`src/rtl/color_grid_store.sv`:
```
// Colour-cell grid for the VGA path: button-driven writes and fill sweeps,
// automatic clear after reset, registered pixel read-out at (VCS,HCS).
module color_grid_store #(
  parameter int COL_W   = 3,
  parameter int ROW_W   = 3,
  parameter int COLOR_W = 3
) (
  input  logic               CLOCK_50,
  input  logic               RESET_N,
  input  logic               WR_N,
  input  logic [ROW_W-1:0]   WR_ROW,
  input  logic [COL_W-1:0]   WR_COL,
  input  logic [COLOR_W-1:0] WR_COLOR,
  input  logic               CLR_N,
  input  logic [COLOR_W-1:0] CLR_COLOR,
  input  logic [COL_W-1:0]   HCS,
  input  logic [ROW_W-1:0]   VCS,
  output logic [COLOR_W-1:0] PIX,
  output logic               BUSY,
  output logic               WR_ACK
);

  localparam int IDX_W = ROW_W + COL_W;
  localparam int N     = 1 << IDX_W;

  typedef enum logic [1:0] {
    S_INIT_CLR,
    S_IDLE,
    S_CLEAR
  } state_t;

  state_t               r_state, w_state_nxt;
  logic [IDX_W-1:0]     r_idx, w_idx_nxt;
  logic [COLOR_W-1:0]   r_clr_color, w_clr_color_nxt;
  logic                 r_ack, w_ack_nxt;
  logic [COLOR_W-1:0]   r_pix;

  logic                 r_wr_s1, r_wr_s2, r_wr_prev;
  logic                 r_clr_s1, r_clr_s2, r_clr_prev;
  logic                 w_wr_ev, w_clr_ev;

  logic                 w_we;
  logic [IDX_W-1:0]     w_waddr;
  logic [COLOR_W-1:0]   w_wdata;

  logic [COLOR_W-1:0]   r_mem [N];

  // Synchronisers idle high (button released) so reset never fakes a press
  always_ff @(posedge CLOCK_50 or negedge RESET_N) begin
    if (!RESET_N) begin
      r_wr_s1    <= 1'b1;
      r_wr_s2    <= 1'b1;
      r_wr_prev  <= 1'b1;
      r_clr_s1   <= 1'b1;
      r_clr_s2   <= 1'b1;
      r_clr_prev <= 1'b1;
    end else begin
      r_wr_s1    <= WR_N;
      r_wr_s2    <= r_wr_s1;
      r_wr_prev  <= r_wr_s2;
      r_clr_s1   <= CLR_N;
      r_clr_s2   <= r_clr_s1;
      r_clr_prev <= r_clr_s2;
    end
  end

  assign w_wr_ev  = ~r_wr_s2  & r_wr_prev;
  assign w_clr_ev = ~r_clr_s2 & r_clr_prev;

  always_ff @(posedge CLOCK_50 or negedge RESET_N) begin
    if (!RESET_N) begin
      r_state     <= S_INIT_CLR;
      r_idx       <= '0;
      r_clr_color <= '0;
      r_ack       <= 1'b0;
      r_pix       <= '0;
    end else begin
      r_state     <= w_state_nxt;
      r_idx       <= w_idx_nxt;
      r_clr_color <= w_clr_color_nxt;
      r_ack       <= w_ack_nxt;
      r_pix       <= r_mem[{VCS, HCS}];
    end
  end

  always_comb begin
    w_state_nxt     = r_state;
    w_idx_nxt       = r_idx;
    w_clr_color_nxt = r_clr_color;
    w_ack_nxt       = 1'b0;
    w_we            = 1'b0;
    w_waddr         = r_idx;
    w_wdata         = '0;
    case (r_state)
      S_INIT_CLR, S_CLEAR: begin
        w_we    = 1'b1;
        w_wdata = (r_state == S_CLEAR) ? r_clr_color : '0;
        if (r_idx == '1) w_state_nxt = S_IDLE;
        else             w_idx_nxt   = r_idx + 1'b1;
      end
      S_IDLE: begin
        // Clear outranks a coincident write; the write is simply lost
        if (w_clr_ev) begin
          w_clr_color_nxt = CLR_COLOR;
          w_idx_nxt       = '0;
          w_state_nxt     = S_CLEAR;
        end else if (w_wr_ev) begin
          w_we      = 1'b1;
          w_waddr   = {WR_ROW, WR_COL};
          w_wdata   = WR_COLOR;
          w_ack_nxt = 1'b1;
        end
      end
      default: begin
        w_state_nxt = S_INIT_CLR;
        w_idx_nxt   = '0;
      end
    endcase
  end

  always_ff @(posedge CLOCK_50) begin
    if (w_we) r_mem[w_waddr] <= w_wdata;
  end

  assign PIX    = r_pix;
  assign WR_ACK = r_ack;
  assign BUSY   = (r_state != S_IDLE);

endmodule

```
`config.mk`:
```
export PLATFORM = sky130hd
export DESIGN_NAME = color_grid_store
export DESIGN_NICKNAME = d
export VERILOG_FILES = /design/src/rtl/color_grid_store.sv
export SDC_FILE = /design/constraint.sdc
export NUM_CORES = 1
export LEC_CHECK = 0
export CORE_UTILIZATION = 50
export DETAILED_ROUTE_END_ITERATION = 10
export GPL_ROUTABILITY_DRIVEN = 1
export GPL_TIMING_DRIVEN = 0
export PLACE_DENSITY = 0.75
export SLEW_MARGIN = 5
export SYNTH_ARGS = -nofsm -noshare
export SYNTH_HDL_FRONTEND = slang
export SYNTH_SLANG_ARGS = --single-unit
```
`constraint.sdc`:
```
create_clock -name CLOCK_50 -period 3.99 [get_ports CLOCK_50]
set_input_delay 0.9975 -clock CLOCK_50 [delete_from_list [all_inputs] [get_ports CLOCK_50]]
set_output_delay 0.9975 -clock CLOCK_50 [all_outputs]
set_load 0.05 [all_outputs]
```
==> metrics.md, run 1 <==
| Metric | Value |
|---|---|
| Most common cell after layout, fill and taps aside | edfxtp_1 |
| Crit. Startpoint | r_state[1] |
| Synth Area in XOR/XNOR | 0.297% |
| TritonRoute pass-1 iters | 7 |
| Multiplexer share of the synthesized area | 14.0% |
| Via/cell ratio | 6.03 |
| CTS tree | yes |
| Highest-delay cell along the critical path | clkdlybuf4s50_1 |
| Pwr/cell area | 437 nW/um^2 |
| Gp weighted congestion | 0.905 |
| Vias in the first global route | 5132 |
| Ranking of synthesized cells by area | edfxtp_1, mux4_2, dfrtp_1 |
| Share of cells above drive strength 1 | 21.0% |
| IO Count | 27 |
| Setup CP Type | flop to primary output |
| Met3 wire length | 1470 um |
| Sequential fraction of the synthesis area | 71.1% |
| Die H | 135 um |
| DR vias | 4953 |
| Drt wl/cell | 23.1 um |
| Fin worst setup slack | 880 ps |
| Synthesized Nets | 555 |
| Complex-gate fraction of the synthesized area | 4.24% |
| Post-Synthesis Cells | 532 |
| Post-synth EDFFs | 192 |
| Total power | 0.00444 W |
| Post-DP Area | 9510 um^2 |
| Die ar. | 18300 um^2 |
| WL final | 18900 um |
| Reg-to-Reg End | r_mem[17][2] |
| Worst Tran Pin Value | 1070 ps |
| WP depth | 4 |
| YS warnings | 0 |
| Startpoint Class | flop |
| Worst vdd ir | 345 uV |
| H-tree depth | 1 |
| Combinational family with the most area after synthesis | multiplexers |
| Clock Sinks | 213 |
| Worst-path cell chain | buf_2, nor2b_2, inv_1, clkdlybuf4s50_1 |
| Ys flop type | edfxtp_1 |
| Largest net degree at the start of global routing | 45 |
| Root Buffer | clkbuf_16 |
| Hold Buf Count CTS | 0 |
| Combinational Power Share | 3.3% |
| Rel. slew slack | 28.7% |
| Clock Path Buffers | 3 |
| Antenna violations before repair | 0 |
| Die Width | 135 um |
| Antenna Nets Post-Route | 0 |
| Max Fclk | 322 MHz |
| Worst-path clk slew | 60 ps |
| Asr flop ratio synth | 9.86% |
| Final max-slew violation count | 0 |
| PostCTS Resize Cnt | 0 |
| Post-CTS Setup Repair Bufs | 0 |
| HPWL Detailed | 12800 um |
| Simple-Gate Fraction of Synth Area | 7.99% |
| Crit path max fanout | 8 |
| Setup violators final | 0 |
| DR DRC count | 0 |
| Post-route clock period utilization | 78.0% |
| P_int | 0.00358 W |
| Worst Setup EP | BUSY |
| FF-to-FF setup slack | 1300 ps |
| LEAKAGE | 2.89 nW |
| Final hold violation count | 0 |
| Status | complete, no violations |
| Global-route wire length before repair | 29400 um |
| Clock Latency Late Sink | 490 ps |
| DR WL met2 | 9480 um |
| Distinct cells, synth | 48 |
| GRT overflow | 0 |
| Min-Delay Startpoint | r_wr_s1 |
| GRT Total Usage | 22.2% |
| Diode count | 0 |
| WP data required | 2990 ps |
| Worst r2r src | r_state[1] |
| Core footprint | 17300 um^2 |
| Post-synthesis register bit count | 213 |
| Clock share of power | 42.5% |
| Final net count | 606 |
| Initial core utilization | 51.2% |
| RSZ-0062 raised after global routing | false |
| Buffers added on ports | 23 |
| Num CTS Buffers | 22 |
| Crit. End Element | primary output |
| Clock Skew | 9.21 ps |
| Cell accounting for the most synthesized area | edfxtp_1 |
| CP Buf/Inv Count | 3 |
| Mapped Avg Cell Area | 16.7 um^2 |
| Worst Reg2Reg Path Length in Cells | 8 |
| Arr. time, crit path | 2110 ps |
| Leading cell types in the layout, fill and taps excluded | edfxtp_1, nor2_1, mux4_2, nand2_1 |
| Design area | 10200 um^2 |
| Min cycle time layout | 3110 ps |
| Dpl ws | 909 ps |
| Post-synth top area share | 65.1% |
| Rows | 48 |
| Mapped cell area | 8860 um^2 |
| DRT iter0 DRCs | 515 |
| Uppermost layer routed | met4 |
| Largest delay share family, worst path | buffers and inverters |
| Area Overhead vs Synth | 14.8% |
| Max incr delay on CP | 840 ps |
| Net Sw Frac | 19.4% |
| Sequential share of power | 54.2% |
| Max-cap violations | 0 |
| Worst min path class | flop to flop |
| Met1 wire length | 7490 um |
| P_sw | 0.000862 W |
| Post-synthesis adder-cell area fraction | 0.141% |
[worst min path at each step]
stage	end	slack, ps	cells past startpoint
finish	r_wr_s2	360	0
floorplan	r_clr_s2	350	0
global route	r_wr_s2	360	0
detailed placement	r_wr_s2	350	0
global placement	r_wr_s2	350	0
CTS	r_wr_s2	360	0
[power groups by stage]
stage	registers, W	clock network [W]	logic [W]
after global placement	0.00245	0	0.000144
after detailed placement	0.00245	0	0.000146
after floorplan	0.00246	0	0.0000785
after CTS	0.00241	0.00193	0.000146
final	0.00241	0.00189	0.000146
after global routing	0.00241	0.00199	0.000155
[registers in the layout, summed over array words and instances (netlist names)]
signal       count
PIX              3
r_state          2
r_clr_s1         1
r_clr_prev       1
r_mem          192
WR_ACK           1
r_wr_s1          1
r_wr_s2          1
r_wr_prev        1
r_clr_color      3
r_idx            6
r_clr_s2         1
[worst reg2reg max path, delay by kind of cell, from the launching register on]
family / cells / cell delay (ps)
buffers and inverters: 3 / 580
AOI/OAI and AO/OA: 1 / 310
DFF: 1 / 350
and+or+nand+nor: 4 / 1130
[final cells by class]
class	instances	area (um^2)
Fill cell	1257	7130
Sequential cell	213	6300
Multi-Input combinational cell	286	2390
Clock buffer	27	591
Timing Repair Buffer	27	333
Tap cell	225	282
Buffer	26	173
Clock inverter	10	73.8
Inverter	7	26.3
[cells in the mapped netlist (5+ instances only)]
cell type,n
mux2_2,6
mux4_2,46
nor2_1,75
nand3_1,16
o22ai_1,7
a22oi_1,6
mux2i_1,12
o21ai_0,11
dfstp_2,6
inv_1,6
buf_2,13
a21oi_1,9
a31oi_1,6
or2_2,5
edfxtp_1,192
clkbuf_1,7
dfrtp_1,15
nand2b_1,8
nand2_1,35
[layer usage]
metal,GRT usage [%],up-vias
met4,7.99,0
met1,29.6,2494
met2,37.1,248
li1,-,2176
met5,0,-
met3,3.64,35
[metrics by stage]
stage	utilization (%)	setup TNS (ps)	cells	hold WS (ps)
5_1_grt	58.8	0	821	363
2_1_floorplan	-	0	532	345
3_5_place_dp	55.0	0	784	348
4_1_cts	58.8	0	821	356
3_3_place_gp	54.2	-267850	780	347
6_report	58.8	0	821	355
[cells by family after synthesis]
group / after synthesis
AND/OR/NAND/NOR: 159
XOR/XNOR: 3
flip-flops: 213
adder cells (fa/ha/maj): 1
multiplexers: 65
buffers and inverters: 33
AO/OA/AOI/OAI: 58
(Power assumes the default switching activity.)
==> inputs of run 2 (changes only) <==
==> constraint.sdc (replaced) <==
create_clock -name CLOCK_50 -period 3.15 [get_ports CLOCK_50]
set_input_delay 0.7875 -clock CLOCK_50 [delete_from_list [all_inputs] [get_ports CLOCK_50]]
set_output_delay 0.7875 -clock CLOCK_50 [all_outputs]
set_load 0.05 [all_outputs]
==> results of run 2 <==
The final DEF is identical to that of run 1. Status: complete, no violations.
Among the figures that moved: setup slack after placement 909 ps -> 279 ps; setup slack after layout 880 ps -> 250 ps; register-to-register setup slack 1300 ps -> 460 ps; total power 0.00444 W -> 0.00562 W; worst IR drop on VDD 345 uV -> 437 uV
